**src/rtl/pipes.sv**
```systemverilog
// Shared pipeline-stage types: handshake pair, default buffer depth and
// pointer sizing helper used by pipe_buffer and its pointer counters.
package pipes;

  parameter int unsigned PIPE_DEPTH_DEFAULT = 2;

  // Valid/ready pair for wiring stage-to-stage handshakes.
  typedef struct packed {
    logic valid;
    logic ready;
  } pipe_hs_t;

  // Pointer width for a buffer of the given depth; a single entry still needs one bit.
  function automatic int unsigned ptr_w(input int unsigned depth);
    return (depth > 1) ? $clog2(depth) : 1;
  endfunction

endpackage

```
**src/rtl/pipe_buffer_ptr.sv**
```systemverilog
// Wrap-around pointer for the pipe_buffer ring: counts 0..DEPTH-1 and
// returns to 0, with a synchronous clear used for flush.
module pipe_buffer_ptr
  import pipes::*;
#(
  parameter int unsigned DEPTH = PIPE_DEPTH_DEFAULT
) (
  input  logic                     clk,
  input  logic                     reset,
  input  logic                     clr,
  input  logic                     inc,
  output logic [ptr_w(DEPTH)-1:0]  ptr
);

  localparam int unsigned PTR_W = ptr_w(DEPTH);

  logic [PTR_W-1:0] ptr_q;
  logic [PTR_W-1:0] ptr_d;

  // Next pointer: clear wins, otherwise advance and wrap at DEPTH-1.
  always_comb begin
    ptr_d = ptr_q;
    if (clr) begin
      ptr_d = '0;
    end else if (inc) begin
      ptr_d = (ptr_q == PTR_W'(DEPTH - 1)) ? '0 : ptr_q + PTR_W'(1);
    end
  end

  always_ff @(posedge clk) begin
    if (!reset) begin
      ptr_q <= '0;
    end else begin
      ptr_q <= ptr_d;
    end
  end

  assign ptr = ptr_q;

endmodule

```
**src/rtl/pipe_buffer.sv**
```systemverilog
// Elastic valid/ready pipeline buffer with DEPTH entries and synchronous flush.
// Define PIPE_BUFFER_BYPASS_EN for a same-cycle pass-through when empty.
module pipe_buffer
  import pipes::*;
#(
  parameter int unsigned DATA_W = 64,
  parameter int unsigned DEPTH  = PIPE_DEPTH_DEFAULT,
  parameter int unsigned CNT_W  = $clog2(DEPTH + 1)
) (
  input  logic              clk,
  input  logic              reset,
  input  logic              flush,
  input  logic              in_valid,
  output logic              in_ready,
  input  logic [DATA_W-1:0] in_data,
  output logic              out_valid,
  input  logic              out_ready,
  output logic [DATA_W-1:0] out_data,
  output logic [CNT_W-1:0]  count
);

  localparam int unsigned PTR_W = ptr_w(DEPTH);

  logic [DATA_W-1:0] mem_q [DEPTH];
  logic [CNT_W-1:0]  count_q;
  logic [CNT_W-1:0]  count_d;
  logic [PTR_W-1:0]  head;
  logic [PTR_W-1:0]  tail;
  pipe_hs_t          up_hs;
  pipe_hs_t          dn_hs;
  logic              empty;
  logic              full;
  logic              push;
  logic              pop;
  logic              wr;
  logic              rd;
  logic              byp_c;

`ifdef PIPE_BUFFER_BYPASS_EN
  assign byp_c = (count_q == '0) & ~flush & in_valid;
`else
  assign byp_c = 1'b0;
`endif

  // Handshakes, output mux and occupancy update; in_ready only sees registered state.
  always_comb begin
    empty     = (count_q == '0);
    full      = (count_q == CNT_W'(DEPTH));
    in_ready  = ~full;
    out_valid = ~empty | byp_c;
    out_data  = '0;
    if (!empty) begin
      out_data = mem_q[head];
    end else if (byp_c) begin
      out_data = in_data;
    end

    up_hs.valid = in_valid;
    up_hs.ready = in_ready;
    dn_hs.valid = out_valid;
    dn_hs.ready = out_ready;
    push = up_hs.valid & up_hs.ready;
    pop  = dn_hs.valid & dn_hs.ready;

    // A bypassed entry taken downstream this cycle never touches storage.
    wr = push & ~flush & ~(byp_c & out_ready);
    rd = pop & ~flush & ~byp_c;

    count_d = count_q + CNT_W'(wr) - CNT_W'(rd);
    if (flush) begin
      count_d = '0;
    end
  end

  always_ff @(posedge clk) begin
    if (!reset) begin
      count_q <= '0;
    end else begin
      count_q <= count_d;
    end
  end

  // Storage is not reset; out_data is masked by occupancy instead.
  always_ff @(posedge clk) begin
    if (wr) begin
      mem_q[tail] <= in_data;
    end
  end

  pipe_buffer_ptr #(.DEPTH(DEPTH)) u_head (
    .clk   (clk),
    .reset (reset),
    .clr   (flush),
    .inc   (rd),
    .ptr   (head)
  );

  pipe_buffer_ptr #(.DEPTH(DEPTH)) u_tail (
    .clk   (clk),
    .reset (reset),
    .clr   (flush),
    .inc   (wr),
    .ptr   (tail)
  );

  assign count = count_q;

`ifndef SYNTHESIS
  always @(posedge clk) begin
    if (reset) begin
      assert (!(wr && full));
      assert (!(rd && empty));
      assert (count_q <= CNT_W'(DEPTH));
    end
  end
`endif

endmodule

```
**config.mk**
```make
export PLATFORM = sky130hd
export DESIGN_NAME = pipe_buffer
export DESIGN_NICKNAME = d
export VERILOG_FILES = /design/src/rtl/pipes.sv /design/src/rtl/pipe_buffer_ptr.sv /design/src/rtl/pipe_buffer.sv
export SDC_FILE = /design/constraint.sdc
export NUM_CORES = 1
export LEC_CHECK = 0
export BUFFER_PORTS_ARGS = -buffer_cell sky130_fd_sc_hd__buf_2
export CORE_MARGIN = 3
export CORE_UTILIZATION = 30
export CTS_BUF_LIST = sky130_fd_sc_hd__clkbuf_8
export CTS_CLUSTER_SIZE = 40
export DETAILED_ROUTE_END_ITERATION = 6
export MAX_ROUTING_LAYER = met4
export SYNTH_ARGS = -nofsm -noshare
export SYNTH_HDL_FRONTEND = slang
export SYNTH_SLANG_ARGS = --single-unit
```
**constraint.sdc**
```tcl
create_clock -name clk -period 17.4 [get_ports clk]
set_input_delay 1.74 -clock clk [delete_from_list [all_inputs] [get_ports clk]]
set_output_delay 1.74 -clock clk [all_outputs]
set_load 0.005 [all_outputs]
```
### Yosys cells after proc, flatten, opt, wreduce, memory -nomap -nowiden

Memory sizes are Yosys's and may differ from the RTL's. A register that Yosys moved wholly into a read port is not among the register bits.
Cells that the tools add are included.

* add/subtract/negate cells: 4
* $mul: 0
* divide/modulo/power cells: 0
* order comparisons: 0
* equal/unequal tests: 1
* shift-type cells: 0
* muxes and demuxes: 7
* bitwise gates (word level): 8
* reductions and logical operators: 2

Operator list (count)
* 64-bit two-way mux: 1
* 1-bit two-way mux: 6
* 1-bit bitwise AND: 4
* 1-bit NOT: 4
* 1-bit adder (second input constant): 2
* 2-bit by 1-bit adder with 2-bit output: 1
* 2-bit == test (second input constant): 1
* 2-bit zero test: 1
* 2-bit OR reduction: 1
* 2-bit by 1-bit subtractor with 2-bit output: 1

* flip-flop bits (word level): 4
* latch bits: 0
* RAM bits: 128
* ROM bits: 0
* input bits: 69
* output and inout port bits: 68
* logic and storage cells: 26
* memories kept: 1

Memories
* mem_q: words 2, bits a word 64, rd ports 1, clocked after memory_dff 1, write ports 1, line pipe_buffer.sv:24 `logic [DATA_W-1:0] mem_q [DEPTH];`

### Longest topological paths before layout

Gate-level depths: netlist of run 1.

* depth after elaboration: 6
* gate-level depth with buffers: 9
* mapped depth without buffers: 9

### Hierarchy

From an unflattened synthesis of run 1, not the netlist that was laid out.

* cells, all modules: 293
* area total of the unflattened synthesis: 5096.1 um^2

Modules (own cells, without submodules)
* pipe_buffer: times used 1, cells each 287, area each 5013.6 um^2, sequential area each 3883.7 um^2
* pipe_buffer_ptr: times used 2, cells each 3, area each 41.3 um^2, sequential area each 20.0 um^2

### Worst setup path after synthesis of run 1

Ideal clock, no wire load.

* kind: input to register
* start point: in in_valid
* end point: mem mem_q[0][0], enable pin
* library setup time: 565 ps
* arrival time: 6172 ps
* data required time: 16835 ps
* slack: 10663 ps
* stages on the path: 2
* buffers on the path: 0
* cells stage by stage: nand2_1 > nor3_1

* word-level cells in the longest chain between the ends: 4

RTL lines
* start: declaration: line pipe_buffer.sv:13 `input logic in_valid,`
* 1-bit bitwise AND: line pipe_buffer.sv:62 `push = up_hs.valid & up_hs.ready;`
* 1-bit bitwise AND: line pipe_buffer.sv:66 `wr = push & ~flush & ~(byp_c & out_ready);`
* 1-bit two-way mux: line pipe_buffer.sv:85 `if (wr) begin`
* 1-bit two-way mux (not written as such): line pipe_buffer.sv:86 `mem_q[tail] <= in_data;`
* end: declaration: line pipe_buffer.sv:24

Every way passes these cells.

==> qor.csv, run 1 <==
stage;metric;value;unit
die;core_area;16700;um^2
synthesis;syn_nets;372;
clock_network;post_cts_resized;0;
timing;tightest_slew;1150;ps
setup_path;cp_cell_sequence;mux2i_1, nor2_1, buf_2;
setup_path;reg2reg_depth;9;
routing;drt_first_iter_violations;126;
setup_path;crit_path_end_kind;output port;
timing;setup_tns;0;ps
place;placedCellCount;646;
routing;postRouteAntennaNets;0;
clock_network;cts_sinks;133;
setup_path;slowest_delay;1120;ps
place;dpl_cell_area;5970;um^2
die;rows;47;
timing;hold_viol;0;
routing;wirelength;9730;um
setup_path;cp.depth;3;
setup_path;regToRegStartpoint;count[0];
global_route;grt_start_max_net_pins;66;
global_route;grt_pass1_vias;2983;
min_path;hold_path.class;reg2reg;
power_and_ir_drop;p_per_area;102;nW/um^2
finish;final_util;38.0;%
setup_path;cpLargestDelayFamily;flip-flops;
setup_path;cp.required;15660;ps
finish;syn2layout_area_growth;23.6;%
synthesis;yosysSeqAreaShare;76.7;%
clock_network;cts.path.max_buffers;2;
clock_network;clk_pin_slew;70;ps
synthesis;avgSynthCellArea;17.1;um^2
routing;post_drt_wl_per_cell;14.3;um
power_and_ir_drop;clkPwrFrac;38.5;%
routing;via_per_inst;4.26;
power_and_ir_drop;intPower;0.513;mW
setup_path;worstPathArrival;2110;ps
setup_path;cp-endpoint;out_data[52];
synthesis;synth_seq_cells;133;
finish;final_common_cell;buf_2;
timing;fin_skew;7.29;ps
power_and_ir_drop;p_leak;2.37;nW
run;maxCapViolCount;0;
power_and_ir_drop;p_comb_share;5.0;%
timing;setup_slack;13550;ps
finish;drive_gt1_share;37.1;%
global_route;grt_first_pass_wirelength;15100;um
timing;rsz0062_at_grt;false;
clock_network;postCtsSetupRepairBufs;0;
synthesis;synth_top_area_share;74.8;%
place;dpl_worst_slack;13920;ps
place;dpl.hpwl;5910;um
clock_network;cts_root_buffer;clkbuf_8;
synthesis;synth_cell_type_count;18;
synthesis;syn_area;5140;um^2
clock_network;clk_latency;430;ps
place;gp_congestion;0.690;
setup_path;crit_type;reg2out;
global_route;gr-total-overflow;0;
power_and_ir_drop;switchingPower;0.132;mW
finish;final_cell_mix;buf_2, edfxtp_1, nor2_1;
clock_network;ctsHtreeMaxLevel;4;
timing;finalCriticalPeriod;3850;ps
die;die_area;18700;um^2
timing;final-setup-viol-count;0;
routing;first_pass_iters;4;
setup_path;path_buf_inv;1;
timing;slew-limit-headroom;23.1;%
synthesis;postSynthCellCount;301;
clock_network;cts_tree;yes;
setup_path;cp-start-kind;register;
die;io_pins;137;
setup_path;slowest_stage;dfxtp_4;
clock_network;cts_made_buffers;17;
die;dieHeight;137;um
finish;antenna_cells;0;
power_and_ir_drop;ir_drop;0.0625;mV
finish;num-nets-final;516;
outcome;status;complete, no violations;
setup_path;r2r_setup_slack;15390;ps
die;die_w;137;um
power_and_ir_drop;p_sw_share;20.5;%
timing;final_max_slew_viol_count;0;
routing;drc_errors;0;
setup_path;r2r-end;count[1];
finish;final_area;6350;um^2
clock_network;hold_buffers;0;
timing;timing.fmax;0.260;GHz
setup_path;path_max_fanout;64;
power_and_ir_drop;seqPwrFrac;56.5;%
synthesis;yosys_warnings;0;
synthesis;yosys.area.top_type;edfxtp_1;
global_route;antenna_found_initial;0;
finish;fin_cells;678;
timing;period_share;22.1;%
die;start_util;30.8;%
synthesis;ys_top_cells_by_area;edfxtp_1, mux2i_1, nor2_1, dfxtp_1, buf_8;
routing;vias;2890;
global_route;grt_use_total;11.1;%
place;port_buffers;136;
## through the flow
step / power [mW] / hold WS, ps
floorplan: 0.388 / 472
global placement: 0.404 / 490
detailed placement: 0.405 / 488
CTS: 0.659 / 509
global route: 0.677 / 550
finish: 0.646 / 505
## flip-flops by register name, summed over array words and instances (netlist names), named ones only
name and count:
count 2, mem_q 128, u_head.ptr 1, u_tail.ptr 1
## power groups by stage
| stage | clock (mW) | sequential (mW) | combinational (mW) |
|---|---|---|---|
| final | 0.248 | 0.365 | 0.0324 |
| after global routing | 0.274 | 0.366 | 0.0368 |
| after floorplan | 0 | 0.372 | 0.0168 |
| after detailed placement | 0 | 0.372 | 0.0334 |
| after global placement | 0 | 0.372 | 0.0324 |
| after CTS | 0.260 | 0.365 | 0.0335 |
## synth_stat cells
cell        n
buf_8       6
o21ai_0     1
nor2_1     72
dfxtp_1     5
xor2_1      2
or2_2       1
nand2_1     1
and2_1      1
buf_6       6
mux2i_1    64
edfxtp_1  128
buf_4       1
nor3_1      3
clkbuf_1    1
ha_1        2
nand2b_1    2
inv_1       4
mux2_2      1
## cells by family after synthesis
| kind of cell | Yosys count | synth area share, % |
|---|---|---|
| compound gates | 1 | 0.0973 |
| xor+xnor | 2 | 0.341 |
| fa+ha+maj | 2 | 0.487 |
| buf+inv | 18 | 3.58 |
| flops | 133 | 76.7 |
| mux | 65 | 12.7 |
| simple gates | 80 | 6.11 |
## how the worst min path moves through the flow
stage,start,to,cells past startpoint
finish,u_head.ptr,u_head.ptr,2
global route,u_head.ptr,u_head.ptr,2
detailed placement,u_head.ptr,u_head.ptr,2
global placement,u_head.ptr,u_head.ptr,2
floorplan,u_head.ptr,register,2
CTS,u_head.ptr,u_head.ptr,2
## cell type report
cell class                 instances  area, um^2
fill                            1629       10300
sequential                       133        3950
multi-input combinational        150        1030
timing repair buffer             139         703
tap                              220         275
clock buffer                      17         234
clock inverter                    15         148
inverter                           4        15.0
## metal layers
metal	global-route usage (%)	wire (um)	part of all wire, %	vias to the layer above
met5	-	0	0	-
met3	4.30	681	7.0	10
met4	4.49	126	1.3	0
met2	17.6	4870	50	94
li1	-	-	-	1392
met1	12.6	4050	42	1394
## tightest hold or removal path, cell delays in order, from the launching register on
cell	delay (ps)
dfxtp_1	320
xor2_1	80
nor2_1	70
Power figures use the tool's default switching activity.
==> inputs of run 2 (changes only) <==
==> constraint.sdc (replaced) <==
create_clock -name clk -period 3.7 [get_ports clk]
set_input_delay 0.37 -clock clk [delete_from_list [all_inputs] [get_ports clk]]
set_output_delay 0.37 -clock clk [all_outputs]
set_load 0.005 [all_outputs]
==> qor.csv, run 2 (same netlist as run 1, synthesis figures left out) <==
stage;metric;value;unit;change
routing;via_per_inst;4.27;;was 4.26
finish;syn2layout_area_growth;23.5;%;was 23.6%
power_and_ir_drop;switchingPower;0.663;mW;was 0.132 mW
setup_path;cp_cell_sequence;buf_4, mux2i_1, nor2_1, buf_2;;was mux2i_1, nor2_1, buf_2
global_route;grt_pass1_vias;3037;;was 2983
run;maxCapViolCount;0;;unchanged
setup_path;path_buf_inv;2;;was 1
die;die_w;137;um;unchanged
timing;period_share;70.9;%;
power_and_ir_drop;p_comb_share;5.2;%;was 5.0%
finish;final_common_cell;buf_2;;unchanged
global_route;grt_use_total;11.3;%;was 11.1%
timing;hold_viol;0;;unchanged
routing;vias;2915;;was 2890
clock_network;clk_pin_slew;80;ps;was 70 ps
die;rows;47;;unchanged
power_and_ir_drop;power.total;2.95;mW;was 0.646 mW
finish;final_cell_mix;buf_2, edfxtp_1, nor2_1;;unchanged
routing;first_pass_iters;4;;unchanged
timing;fin_skew;10.1;ps;was 7.29 ps
place;port_buffers;136;;unchanged
clock_network;cts_tree;yes;;unchanged
setup_path;cp.required;3330;ps;was 15660 ps
setup_path;cpLargestDelayFamily;flip-flops;;unchanged
global_route;grt_first_pass_wirelength;15300;um;was 15100 um
die;dieHeight;137;um;unchanged
power_and_ir_drop;clkPwrFrac;36.6;%;was 38.5%
clock_network;postCtsSetupRepairBufs;0;;unchanged
finish;fin_cells;682;;was 678
timing;finalCriticalPeriod;2620;ps;
power_and_ir_drop;seqPwrFrac;58.1;%;was 56.5%
clock_network;cts_sinks;133;;unchanged
die;die_area;18700;um^2;unchanged
place;gp_congestion;0.691;;was 0.690
finish;num-nets-final;520;;was 516
setup_path;slowest_stage;dfxtp_4;;unchanged
global_route;grt_start_max_net_pins;61;;was 66
setup_path;cp-start-kind;register;;unchanged
place;dpl.hpwl;6440;um;was 5910 um
setup_path;crit_path_end_kind;output port;;unchanged
min_path;hold_path.class;in2reg;;was reg2reg
die;io_pins;137;;unchanged
timing;rsz0062_at_grt;false;;unchanged
finish;antenna_cells;0;;unchanged
finish;drive_gt1_share;38.5;%;was 37.1%
timing;final_max_slew_viol_count;0;;unchanged
setup_path;worstPathArrival;2250;ps;was 2110 ps
clock_network;cts_root_buffer;clkbuf_8;;unchanged
routing;drt_first_iter_violations;146;;was 126
setup_path;slowest_delay;1050;ps;was 1120 ps
timing;slew-limit-headroom;28.2;%;was 23.1%
timing;final-setup-viol-count;0;;unchanged
global_route;antenna_found_initial;0;;unchanged
routing;post_drt_wl_per_cell;14.9;um;was 14.3 um
setup_path;path_max_fanout;60;;was 64
power_and_ir_drop;intPower;2.29;mW;was 0.513 mW
timing;timing.fmax;0.381;GHz;
routing;wirelength;10100;um;was 9730 um
clock_network;cts_made_buffers;17;;unchanged
clock_network;cts.path.max_buffers;2;;unchanged
routing;postRouteAntennaNets;0;;unchanged
outcome;status;complete, no violations;;unchanged
routing;drc_errors;0;;unchanged
power_and_ir_drop;p_per_area;464;nW/um^2;was 102 nW/um^2
place;placedCellCount;650;;was 646
finish;regMostFlops;mem_q;;unchanged
power_and_ir_drop;p_sw_share;22.5;%;was 20.5%
clock_network;post_cts_resized;0;;unchanged
clock_network;clk_latency;440;ps;was 430 ps
power_and_ir_drop;p_leak;2.37;nW;about the same
timing;tightest_slew;1080;ps;was 1150 ps
clock_network;ctsHtreeMaxLevel;4;;unchanged
die;core_area;16700;um^2;unchanged
clock_network;hold_buffers;0;;unchanged
setup_path;crit_type;reg2out;;unchanged
power_and_ir_drop;ir_drop;0.219;mV;was 0.0625 mV
global_route;gr-total-overflow;0;;unchanged
finish;largest_reg_flops;128;;unchanged
die;start_util;30.8;%;unchanged
[run 2: metrics by stage]
stage / cell area, um^2 / setup WS (ps) / hold slack (ps) / setup TNS, ps / utilization (%)
6_report: 6350 / 1080 / 119 / 0 / 38.0
5_1_grt: 6350 / 923 / 72.8 / 0 / 38.0
4_1_cts: 6350 / 990 / 76.2 / 0 / 38.0
3_5_place_dp: 6000 / 1500 / 496 / 0 / 35.9
3_3_place_gp: 6000 / 1570 / 488 / 0 / 35.9
2_1_floorplan: 5140 / -1840 / 469 / -235530 / -
[run 2: cell type report]
| type | instances | area (um^2) |
|---|---|---|
| clock inverter | 15 | 115 |
| timing repair buffer | 143 | 733 |
| inverter | 4 | 15.0 |
| clock buffer | 17 | 234 |
| sequential | 133 | 3950 |
| tap | 220 | 275 |
| multi-input combinational | 150 | 1030 |
| fill | 1598 | 10300 |
[run 2: path summary, 6_finish.rpt]
check               from  cells past startpoint            to  slack, ps
max reg2reg     count[0]                      9      count[1]       1730
max             register                      4   out_data[1]       1080
min reg2reg   u_head.ptr                      2    u_head.ptr        510
min          in_data[41]                      1  mem_q[1][41]        120
[run 2: power groups by stage]
| stage | sequential (mW) | clock (mW) | combinational (mW) |
|---|---|---|---|
| 4_1_cts | 1.71 | 1.12 | 0.160 |
| 2_1_floorplan | 1.75 | 0 | 0.0792 |
| 3_3_place_gp | 1.75 | 0 | 0.154 |
| 3_5_place_dp | 1.75 | 0 | 0.160 |
| 6_report | 1.71 | 1.08 | 0.155 |
| 5_1_grt | 1.72 | 1.20 | 0.176 |
[run 2: metal layers]
layer	up-vias	share of wire (%)	GRT usage, %
met5	-	0	-
met4	0	2.0	5.21
met3	14	6.0	3.82
met2	91	51	19.2
met1	1412	41	12.0
li1	1398	-	-
==> inputs of run 3 (changes only) <==
==> constraint.sdc (replaced) <==
create_clock -name clk -period 2.58 [get_ports clk]
set_input_delay 0.258 -clock clk [delete_from_list [all_inputs] [get_ports clk]]
set_output_delay 0.258 -clock clk [all_outputs]
set_load 0.005 [all_outputs]
==> qor.csv, run 3 (same netlist as run 1, synthesis figures left out) <==
stage;metric;value;unit;change
clock_network;post_cts_resized;0;;unchanged
timing;rsz0062_at_grt;false;;unchanged
routing;via_per_inst;4.20;;was 4.27
timing;final-setup-viol-count;0;;unchanged
place;gp_congestion;0.729;;was 0.691
timing;finalCriticalPeriod;1950;ps;
routing;first_pass_iters;4;;unchanged
setup_path;crit_type;reg2out;;unchanged
clock_network;postCtsSetupRepairBufs;0;;unchanged
clock_network;cts.path.max_buffers;2;;unchanged
clock_network;clk_latency;420;ps;was 440 ps
setup_path;r2r-end;count[1];;unchanged
routing;vias;3124;;was 2915
timing;period_share;75.7;%;
clock_network;cts_root_buffer;clkbuf_8;;unchanged
routing;wl_met1;4350;um;was 4110 um
min_path;hold_end;count[0];;was mem_q[1][41]
global_route;grt_pass1_vias;3316;;was 3037
die;die_area;18700;um^2;unchanged
global_route;grt_use_total;11.6;%;was 11.3%
routing;top_layer_used;met4;;unchanged
place;port_buffers;136;;unchanged
routing;route.met2.wl;5190;um;was 5210 um
setup_path;crit_path_end_kind;output port;;unchanged
finish;syn2layout_area_growth;38.3;%;was 23.5%
clock_network;cts_sinks;133;;unchanged
routing;drc_errors;0;;unchanged
clock_network;cts_made_buffers;17;;unchanged
min_path;holdPathStages;3;;was 1
clock_network;cts_tree;yes;;unchanged
timing;fin_skew;9.77;ps;was 10.1 ps
place;dpl_worst_slack;651;ps;was 1500 ps
routing;wirelength;10200;um;was 10100 um
global_route;gr-total-overflow;0;;unchanged
die;core_area;16700;um^2;unchanged
min_path;hp-start;reset;;was in_data[41]
die;io_pins;137;;unchanged
power_and_ir_drop;p_leak;2.68;nW;was 2.37 nW
setup_path;cp.required;2320;ps;was 3330 ps
finish;final_cell_mix;buf_2, edfxtp_1, nor2_1;;unchanged
routing;wl_met3;574;um;was 610 um
setup_path;worstPathArrival;1700;ps;was 2250 ps
setup_path;cp-start-kind;register;;unchanged
timing;tightest_slew;509;ps;was 1080 ps
global_route;grt_first_pass_wirelength;16100;um;was 15300 um
routing;post_drt_wl_per_cell;13.8;um;was 14.9 um
die;start_util;30.8;%;unchanged
setup_path;slowest_stage;dfxtp_4;;unchanged
setup_path;cp_cell_sequence;buf_12, mux2i_1, nor2_1, buf_2;;was buf_4, mux2i_1, nor2_1, buf_2
timing;hold_viol;0;;unchanged
power_and_ir_drop;ir_drop;0.346;mV;was 0.219 mV
finish;drive_gt1_share;34.2;%;was 38.5%
run;maxCapViolCount;0;;unchanged
timing;timing.fmax;0.512;GHz;
min_path;hold_path.class;in2reg;;unchanged
timing;setup_tns;0;ps;unchanged
setup_path;r2r_setup_slack;670;ps;was 1730 ps
clock_network;clk_pin_slew;70;ps;was 80 ps
setup_path;regToRegStartpoint;count[0];;unchanged
power_and_ir_drop;p_per_area;645;nW/um^2;was 464 nW/um^2
timing;final_max_slew_viol_count;0;;unchanged
finish;num-nets-final;583;;was 520
routing;drt_first_iter_violations;159;;was 146
outcome;status;complete, no violations;;unchanged
place;dpl.hpwl;6220;um;was 6440 um
die;dieHeight;137;um;unchanged
finish;final_common_cell;buf_2;;unchanged
timing;slew-limit-headroom;66.0;%;was 28.2%
routing;postRouteAntennaNets;0;;unchanged
die;die_w;137;um;unchanged
global_route;antenna_found_initial;0;;unchanged
clock_network;hold_buffers;64;;was 0
setup_path;path_max_fanout;64;;was 60
timing;setup_slack;626;ps;was 1080 ps
clock_network;ctsHtreeMaxLevel;4;;unchanged
global_route;grt_start_max_net_pins;66;;was 61
setup_path;slowest_delay;350;ps;was 1050 ps
finish;largest_reg_flops;128;;unchanged
finish;regMostFlops;mem_q;;unchanged
finish;antenna_cells;0;;unchanged
die;rows;47;;unchanged
setup_path;reg2reg_depth;9;;unchanged
[run 3: how the worst max path moves through the flow]
| stage | start | to | cells past startpoint |
|---|---|---|---|
| 2_1_floorplan | count[0] | mem_q[0][0] | 3 |
| 3_3_place_gp | count[0] | count[1] | 9 |
| 3_5_place_dp | count[0] | count[1] | 9 |
| 4_1_cts | register | out_data[52] | 4 |
| 5_1_grt | register | out_data[52] | 4 |
| 6_report | register | out_data[22] | 4 |
[run 3: metrics by stage]
step                      power (mW)  util (%)  instance area, um^2  instances  hold WS, ps
final                           4.58      42.6                 7110        744          198
after floorplan                 2.62         -                 5180        301          357
after global routing            4.78      42.6                 7110        744          184
after detailed placement        2.74      36.2                 6050        649          449
after global placement          2.73      36.2                 6050        649          448
after CTS                       4.66      42.6                 7110        744          150
[run 3: worst max-delay path: cells and delay by family, from the launching register on]
| family | cells | cell delay, ps |
|---|---|---|
| buf+inv | 2 | 490 |
| flops | 1 | 350 |
| mux | 1 | 260 |
| simple gates | 1 | 70 |
[run 3: per-layer routing]
metal | track usage [%] | up-vias
met5 | - | -
met4 | 4.60 | 0
met3 | 3.64 | 9
met2 | 19.2 | 99
met1 | 13.1 | 1487
li1 | - | 1529
[run 3: area by class of cell]
class	count	area [um^2]
clock buffers	17	234
clock inverters	14	186
fillers	1543	9590
inverters	4	15.0
multi-input cells	150	1060
flip-flops and latches	133	3950
well taps	220	275
repair buffers	206	1390
[run 3: report_power, final]
part	internal (mW)	total, mW	leakage (nW)	switching (mW)
Sequential	2.44	2.45	1.22	0.0154
Clock	1.04	1.82	0.204	0.777
Combinational	0.164	0.312	1.25	0.148
